**src/rtl/cpu_pkg.sv**
```systemverilog
// Shared CPU definitions: ARM condition codes, branch kinds, the NZCV flags word and ALU opcodes.
package cpu_pkg;

   localparam logic [3:0] COND_EQ = 4'h0;
   localparam logic [3:0] COND_NE = 4'h1;
   localparam logic [3:0] COND_CS = 4'h2;
   localparam logic [3:0] COND_CC = 4'h3;
   localparam logic [3:0] COND_MI = 4'h4;
   localparam logic [3:0] COND_PL = 4'h5;
   localparam logic [3:0] COND_VS = 4'h6;
   localparam logic [3:0] COND_VC = 4'h7;
   localparam logic [3:0] COND_HI = 4'h8;
   localparam logic [3:0] COND_LS = 4'h9;
   localparam logic [3:0] COND_GE = 4'hA;
   localparam logic [3:0] COND_LT = 4'hB;
   localparam logic [3:0] COND_GT = 4'hC;
   localparam logic [3:0] COND_LE = 4'hD;
   localparam logic [3:0] COND_AL = 4'hE;
   localparam logic [3:0] COND_NV = 4'hF;

   typedef enum logic [1:0] {
      BR_B    = 2'b00,
      BR_COND = 2'b01,
      BR_CBZ  = 2'b10,
      BR_CBNZ = 2'b11
   } br_type_e;

   typedef struct packed {
      logic n;
      logic z;
      logic c;
      logic v;
   } flags_t;

   localparam logic [3:0] ALU_ADD    = 4'h0;
   localparam logic [3:0] ALU_SUB    = 4'h1;
   localparam logic [3:0] ALU_AND    = 4'h2;
   localparam logic [3:0] ALU_ORR    = 4'h3;
   localparam logic [3:0] ALU_EOR    = 4'h4;
   localparam logic [3:0] ALU_PASS_B = 4'h5;

endpackage

```
**src/rtl/cond_eval.sv**
```systemverilog
// Combinational ARMv8 condition-code check of NZCV flags; zero latency, no backpressure.
module cond_eval
   import cpu_pkg::*;
(
   input  flags_t     flags_i,
   input  logic [3:0] cond_i,
   output logic       pass_o
);

   always_comb begin
      pass_o = 1'b1;
      case (cond_i)
         COND_EQ: pass_o = flags_i.z;
         COND_NE: pass_o = ~flags_i.z;
         COND_CS: pass_o = flags_i.c;
         COND_CC: pass_o = ~flags_i.c;
         COND_MI: pass_o = flags_i.n;
         COND_PL: pass_o = ~flags_i.n;
         COND_VS: pass_o = flags_i.v;
         COND_VC: pass_o = ~flags_i.v;
         COND_HI: pass_o = flags_i.c & ~flags_i.z;
         COND_LS: pass_o = ~flags_i.c | flags_i.z;
         COND_GE: pass_o = (flags_i.n == flags_i.v);
         COND_LT: pass_o = (flags_i.n != flags_i.v);
         COND_GT: pass_o = ~flags_i.z & (flags_i.n == flags_i.v);
         COND_LE: pass_o = flags_i.z | (flags_i.n != flags_i.v);
         // AL and NV both mean "always" in ARMv8
         default: pass_o = 1'b1;
      endcase
   end

endmodule

```
**src/rtl/flag_branch_unit.sv**
```systemverilog
// Flags register plus branch resolver; decision one cycle after accept, or one cycle after flags_busy falls.
// br_ready drops only while a B.cond waits for in-flight flags; dec_valid is a pulse with no downstream stall.
module flag_branch_unit
   import cpu_pkg::*;
#(
   parameter bit FLUSH_KILLS_WAIT = 1'b1
) (
   input  logic       clk,
   input  logic       reset,
   input  logic       alu_negative,
   input  logic       alu_zero,
   input  logic       alu_overflow,
   input  logic       alu_carry_out,
   input  logic       set_flags,
   input  logic       flags_busy,
   input  logic       flush,
   input  logic       br_valid,
   output logic       br_ready,
   input  logic [1:0] br_type,
   input  logic [3:0] br_cond,
   output logic       dec_valid,
   output logic       dec_taken,
   output logic [3:0] flags_q
);

   localparam logic [1:0] S_IDLE = 2'd0;
   localparam logic [1:0] S_WAIT = 2'd1;
   localparam logic [1:0] S_RESP = 2'd2;

   logic [1:0] state_q, state_d;
   logic       taken_q, taken_d;
   logic [3:0] cond_q, cond_d;

   flags_t     live_flags, eff_flags;
   logic [3:0] cond_sel;
   logic       cond_pass;
   logic       accept;
   logic       accept_taken;
   br_type_e   br_kind;

   assign live_flags = '{n: alu_negative, z: alu_zero, c: alu_carry_out, v: alu_overflow};
   // Flags written this edge are forwarded so a B.cond right behind ADDS sees them.
   assign eff_flags  = set_flags ? live_flags : flags_t'(flags_q);
   assign cond_sel   = (state_q == S_WAIT) ? cond_q : br_cond;
   assign br_kind    = br_type_e'(br_type);

   cond_eval u_cond_eval (
      .flags_i (eff_flags),
      .cond_i  (cond_sel),
      .pass_o  (cond_pass)
   );

   assign br_ready  = (state_q != S_WAIT);
   assign dec_valid = (state_q == S_RESP);
   assign dec_taken = taken_q;
   assign accept    = br_valid & br_ready & ~flush;

   // CBZ/CBNZ operand arrives through ALU PASS_B, so alu_zero is the register-is-zero test.
   always_comb begin
      accept_taken = 1'b1;
      case (br_kind)
         BR_B:    accept_taken = 1'b1;
         BR_COND: accept_taken = cond_pass;
         BR_CBZ:  accept_taken = alu_zero;
         BR_CBNZ: accept_taken = ~alu_zero;
         default: accept_taken = 1'b1;
      endcase
   end

   always_comb begin
      state_d = state_q;
      taken_d = taken_q;
      cond_d  = cond_q;
      case (state_q)
         S_WAIT: begin
            if (flush && FLUSH_KILLS_WAIT) begin
               state_d = S_IDLE;
            end else if (!flags_busy) begin
               state_d = S_RESP;
               taken_d = cond_pass;
            end
         end
         default: begin
            state_d = S_IDLE;
            if (accept) begin
               if (br_kind == BR_COND && flags_busy) begin
                  state_d = S_WAIT;
                  cond_d  = br_cond;
               end else begin
                  state_d = S_RESP;
                  taken_d = accept_taken;
               end
            end
         end
      endcase
   end

   always_ff @(posedge clk or negedge reset) begin
      if (!reset) begin
         state_q <= S_IDLE;
         taken_q <= 1'b0;
         cond_q  <= 4'h0;
         flags_q <= 4'h0;
      end else begin
         state_q <= state_d;
         taken_q <= taken_d;
         cond_q  <= cond_d;
         if (set_flags) begin
            flags_q <= {alu_negative, alu_zero, alu_carry_out, alu_overflow};
         end
      end
   end

endmodule
```
**config.mk**
```make
export PLATFORM = sky130hd
export DESIGN_NAME = flag_branch_unit
export DESIGN_NICKNAME = d
export VERILOG_FILES = /design/src/rtl/cpu_pkg.sv /design/src/rtl/cond_eval.sv /design/src/rtl/flag_branch_unit.sv
export SDC_FILE = /design/constraint.sdc
export NUM_CORES = 1
export LEC_CHECK = 0
export ABC_AREA = 1
export BUFFER_PORTS_ARGS = -buffer_cell sky130_fd_sc_hd__buf_2
export CAP_MARGIN = 20
export CORE_MARGIN = 5
export CORE_UTILIZATION = 54
export CTS_CLUSTER_DIAMETER = 150
export DETAILED_ROUTE_END_ITERATION = 7
export GPL_TIMING_DRIVEN = 0
export PLACE_DENSITY = 0.94
export SLEW_MARGIN = 10
export SYNTH_ARGS = -nofsm -noshare
export SYNTH_HDL_FRONTEND = slang
export SYNTH_SLANG_ARGS = --single-unit
```
**constraint.sdc**
```tcl
create_clock -name clk -period 3.2 [get_ports clk]
set_input_delay 0.48 -clock clk [delete_from_list [all_inputs] [get_ports clk]]
set_output_delay 0.48 -clock clk [all_outputs]
set_load 0.02 [all_outputs]
```
* Word level (Yosys, flattened, before mapping)
Index checks and enable logic that the tools add are counted.
** Storage, ports and cells
- Output and inout bits :: 7
- Bits in latches :: 0
- Flip-flop bits (word level) :: 11
- Bits in read-only memories :: 0
- RAM bits :: 0
- Memories :: 0
- Logic and storage cells :: 62
- Input port bits :: 16
** Operators by class
- Shift-type cells :: 0
- Equal/unequal tests :: 25
- $add $sub $neg :: 0
- Reduce and logical (&&, ||, !) cells :: 6
- Mux-type cells :: 14
- Bitwise logic cells :: 13
- Order comparisons :: 0
- Div/mod/pow operators :: 0
- Multipliers :: 0
** Operators by type and width (count)
- $eq 4x4->1 const B :: 6
- $eq 4x3->1 const B :: 4
- $pmux 1 s14 :: 1
- $mux 2 :: 5
- $eq 4x2->1 const B :: 2
- $mux 4 :: 2
- $not 1->1 :: 7
- $eq 2x2->1 const B :: 3
- $ne 2x2->1 const B :: 3
- $mux 1 :: 5
- $and 1x1->1 :: 4
- $eq 2x1->1 const B :: 2
- $eq 4x1->1 const B :: 1
- $logic_not 4->1 :: 1
- $pmux 1 s4 :: 1
- $reduce_and 4->1 :: 1
- $ne 3x3->1 const B :: 1
- $reduce_and 3->1 :: 1
- $logic_not 2->1 :: 1
- $ne 2x1->1 const B :: 1
- $or 1x1->1 :: 2
- $reduce_bool 2->1 :: 1
- $eq 1x1->1 :: 1
- $logic_and 1x1->1 :: 1
- $ne 1x1->1 :: 1

* Depth between registers and ports, before layout
- Depth after elaboration :: 8
- Mapped depth :: 15
- Depth with buffers taken out :: 14

* By module
Synthesis repeated with hierarchy kept, for this count alone.
** Unflattened totals
- Cell total of the unflattened synthesis :: 116
- Area, all modules :: 763.2 sq um
** By module, submodules not included
- flag_branch_unit :: instances 1, seq. area each 275.3 sq um, area an instance 558.0 sq um, cells an instance 66
- cond_eval :: instances 1, seq. area each 0.0 sq um, area an instance 205.2 sq um, cells an instance 50

* Least setup slack after synthesis
Ideal clock, no wire load.
- Path type :: input port to flip-flop
- Start point :: input port set_flags
- End point :: register taken_q, in the netlist dec_taken
- Required time :: 3.083 ns
- Stages on the path :: 15
- Path slack :: 1.725 ns
- Library setup time :: 0.117 ns
- Path buffers :: 1
- Arrival time :: 1.358 ns
- Path through :: buf_4 -> inv_2 -> nand2_1 -> nand2_1 -> nand2_1 -> nand2_1 -> nand2_1 -> nand3_1 -> nand2_1 -> inv_1 -> nand3_1 -> nand2_1 -> nand2_1 -> nand2_1 -> nand2_1
** RTL lines
- start, declared :: line flag_branch_unit.sv:14 : input logic set_flags,
- end signal, assigned :: line flag_branch_unit.sv:106 : taken_q <= taken_d;
- end, declared :: line flag_branch_unit.sv:31 : logic taken_q, taken_d;

* Worst setup path in the final report
- Start point :: register state_q[1]
- End point :: output port br_ready
** Between the ends
- Cells in the longest elaborated chain, start to end :: 1
** RTL lines
- start, declared :: line flag_branch_unit.sv:30 : logic [1:0] state_q, state_d;
- start signal, assigned :: line flag_branch_unit.sv:105 : state_q <= state_d;
- $ne 2x1->1 :: line flag_branch_unit.sv:53 : assign br_ready = (state_q != S_WAIT);
- end, declared :: line flag_branch_unit.sv:18 : output logic br_ready,
Every way passes these cells.

==> results.tsv <==
stage	metric	value	unit
run_status	status	complete, no violations	
sta	fmax	604	MHz
pwr	PwrDens	391	nW/um^2
clock_tree	cts bufs inserted	3	
placement	Setup WS pre-CTS	1560	ps
global_route	initial antenna violation count	0	
route	total routed wirelength	1900	um
yosys	Synth Instances	133	
cells_and_area	share of cells above drive strength 1	0.215	
clock_tree	hold_buf cts	0	
global_route	largest net degree at the start of global routing	12	
route	Routed WL per cell	10.9	um
sta	RSZ-0062 raised after global routing	no	
placement	number of port buffers	21	
critical_path	FF-to-FF setup slack	1620	ps
critical_path	Setup crit start kind	flip-flop	
yosys	synth warn	0	
sta	Final period util	0.517	
clock_tree	CTS H-tree depth	1	
yosys	#FFs+latches synth	11	
floorplanning	die height	48.8	um
route	drt first pass iters	4	
yosys	Syn Nets	149	
cells_and_area	FILL cells	140	
global_route	first-pass GRT wire length	3310	um
critical_path	CP required	2720	ps
route	Routed Antenna Nets	0	
cells_and_area	Layout Cells excl Fill	174	
route	routed vias/inst	5.06	
sta	Slew Limit Fails	0	
placement	# placed instances	170	
yosys	Synth area leader	dfrtp_1	
cells_and_area	Post-Route Utilization	0.654	
critical_path	CP max FO	10	
critical_path	R2R Path End	dec_taken$_DFFE_PN0P_	
placement	Post-DP HPWL	1560	um
global_route	Total GRT Usage	0.172	
yosys	post-synthesis sequential area ratio	0.340	
yosys	Yosys top cell area share	0.340	
clock_tree	clk_lat worst skew	280	ps
yosys	Unique masters post-synth	18	
global_route	GRT overflow	0	
critical_path	kind of critical path	flip-flop to output pin	
floorplanning	Die W	48.8	um
run	maxcap violations	0	
sta	Setup-failing EPs final	0	
sta	clk_skew	3.44	ps
critical_path	crit end category	output pin	
clock_tree	clk buf depth	2	
yosys	synth top area cells	dfrtp_1, nand2_1, inv_1	
clock_tree	clock tree root driver cell	clkbuf_4	
clock_tree	Post-CTS Setup Inserts	0	
clock_tree	Resized cells post-CTS	0	
yosys	Post-Syn Area	811	sq um
critical_path	arrival time of the worst setup path	1170	ps
cells_and_area	Area growth syn-to-layout	18.7	%
pwr	Pleak	0.611	nW
clock_tree	Worst-path clk slew	70	ps
cells_and_area	Diodes inserted	0	
cells_and_area	Nets	175	
critical_path	reg2reg start	state_q[0]$_DFFE_PN0P_	
sta	Slew headroom	0.808	
yosys	Post-Syn Area per Cell	6.10	sq um
floorplanning	IO Count	23	
worst_hold_path	Hold Path Class	input pin to async pin	
sta	min setup slack post-route	1550	ps
sta	Worst-Margin Slew	287	ps
floorplanning	# rows	14	
sta	Fin Setup TNS	0	ps
route	DR iter-0 viols	17	
pwr	VDD IR max	0.000238	V
clock_tree	CTS tree	done	
route	drt drc	0	
floorplanning	core area	1470	sq um
route	via count	880	
floorplanning	Initial Utilization	0.551	
floorplanning	Die ar.	2380	sq um
clock_tree	CTS sink cnt	11	
global_route	number of global-route vias before repair	863	
placement	GP Congestion	0.837	
sta	fin crit period	1650	ps
sta	Final Hold Violating Endpoints	0	
critical_path	Worst Reg-to-Reg Cells	14	
## report_power, final
| part | internal [mW] | switching [mW] |
|---|---|---|
| Clock | 0.0484 | 0.0485 |
| Sequential | 0.158 | 0.0135 |
| Combinational | 0.0403 | 0.0669 |
| Total | 0.247 | 0.129 |
## placed cells by master, fill, tap and decap left out, types with 2 or more instances in the layout
| cell | n |
|---|---|
| inv_2 | 3 |
| dfrtp_1 | 11 |
| nor2_1 | 8 |
| buf_2 | 21 |
| nand3_1 | 13 |
| buf_6 | 2 |
| nand2_1 | 60 |
| clkbuf_4 | 3 |
| nand4_1 | 2 |
| inv_1 | 21 |
| o21ai_0 | 4 |
## cell type report
type,count,area (sq um),share of cell area
plain buffers,3,30.0,0.0312
clock buffers,4,26.3,0.0273
inverters,24,90.1,0.0936
multi-input cells,95,415,0.432
flip-flops and latches,11,275,0.286
well taps,16,20.0,0.0208
repair buffers,21,105,0.109
## per-stage QoR
| step | total power, mW | area (sq um) | hold slack, ps |
|---|---|---|---|
| floorplan | 0.244 | 811 | 184 |
| global placement | 0.274 | 936 | 361 |
| detailed placement | 0.281 | 936 | 368 |
| CTS | 0.378 | 962 | 71.9 |
| global route | 0.403 | 962 | 77.5 |
| finish | 0.376 | 962 | 69.3 |
## state kept, by name, indices dropped and copies added, names as in the netlist
name and cells:
cond_q 4, flags_q 4, state_q 2, dec_taken 1
## layer usage
metal	vias to the layer above	GRT usage	share of wire
li1	456	-	-
met1	392	0.175	0.40
met2	27	0.317	0.50
met3	5	0.0429	0.071
met4	0	0.0897	0.022
met5	-	0	0
## cells by family (layout without fill, tap and decap cells)
| group | after synthesis | count (layout) | share of synthesized area |
|---|---|---|---|
| AO/OA/AOI/OAI | 8 | 8 | 0.0586 |
| multiplexers | 1 | 1 | 0.0139 |
| flip-flops | 11 | 11 | 0.340 |
| AND/OR/NAND/NOR | 86 | 86 | 0.440 |
| buffers and inverters | 27 | 52 | 0.148 |
## synthesized netlist by cell type (all sizes together)
master and n:
a31oi 1, a41oi 1, buf 3, dfrtp 11, inv 24, mux2 1, nand2 62, nand3 13
nand4 2, nor2 8, o21ai 5, o31ai 1, or2 1
## worst max path at each step
stage	to	cells past startpoint	startpoint
global route	dec_taken$_DFFE_PN0P_	14	state_q[0]$_DFFE_PN0P_
detailed placement	dec_taken$_DFFE_PN0P_	15	set_flags
floorplan	dec_taken$_DFFE_PN0P_	15	set_flags
CTS	br_ready	4	state_q[1]$_DFFE_PN0P_
global placement	dec_taken$_DFFE_PN0P_	15	set_flags
finish	br_ready	4	state_q[1]$_DFFE_PN0P_
## worst max-delay path, cell delays in order, from the launching register on
cell     delay [ps]
dfrtp_1         390
inv_2           130
nand2_4          70
buf_6           140
buf_2           150
Note: power is estimated with default switching activity, not from simulation.
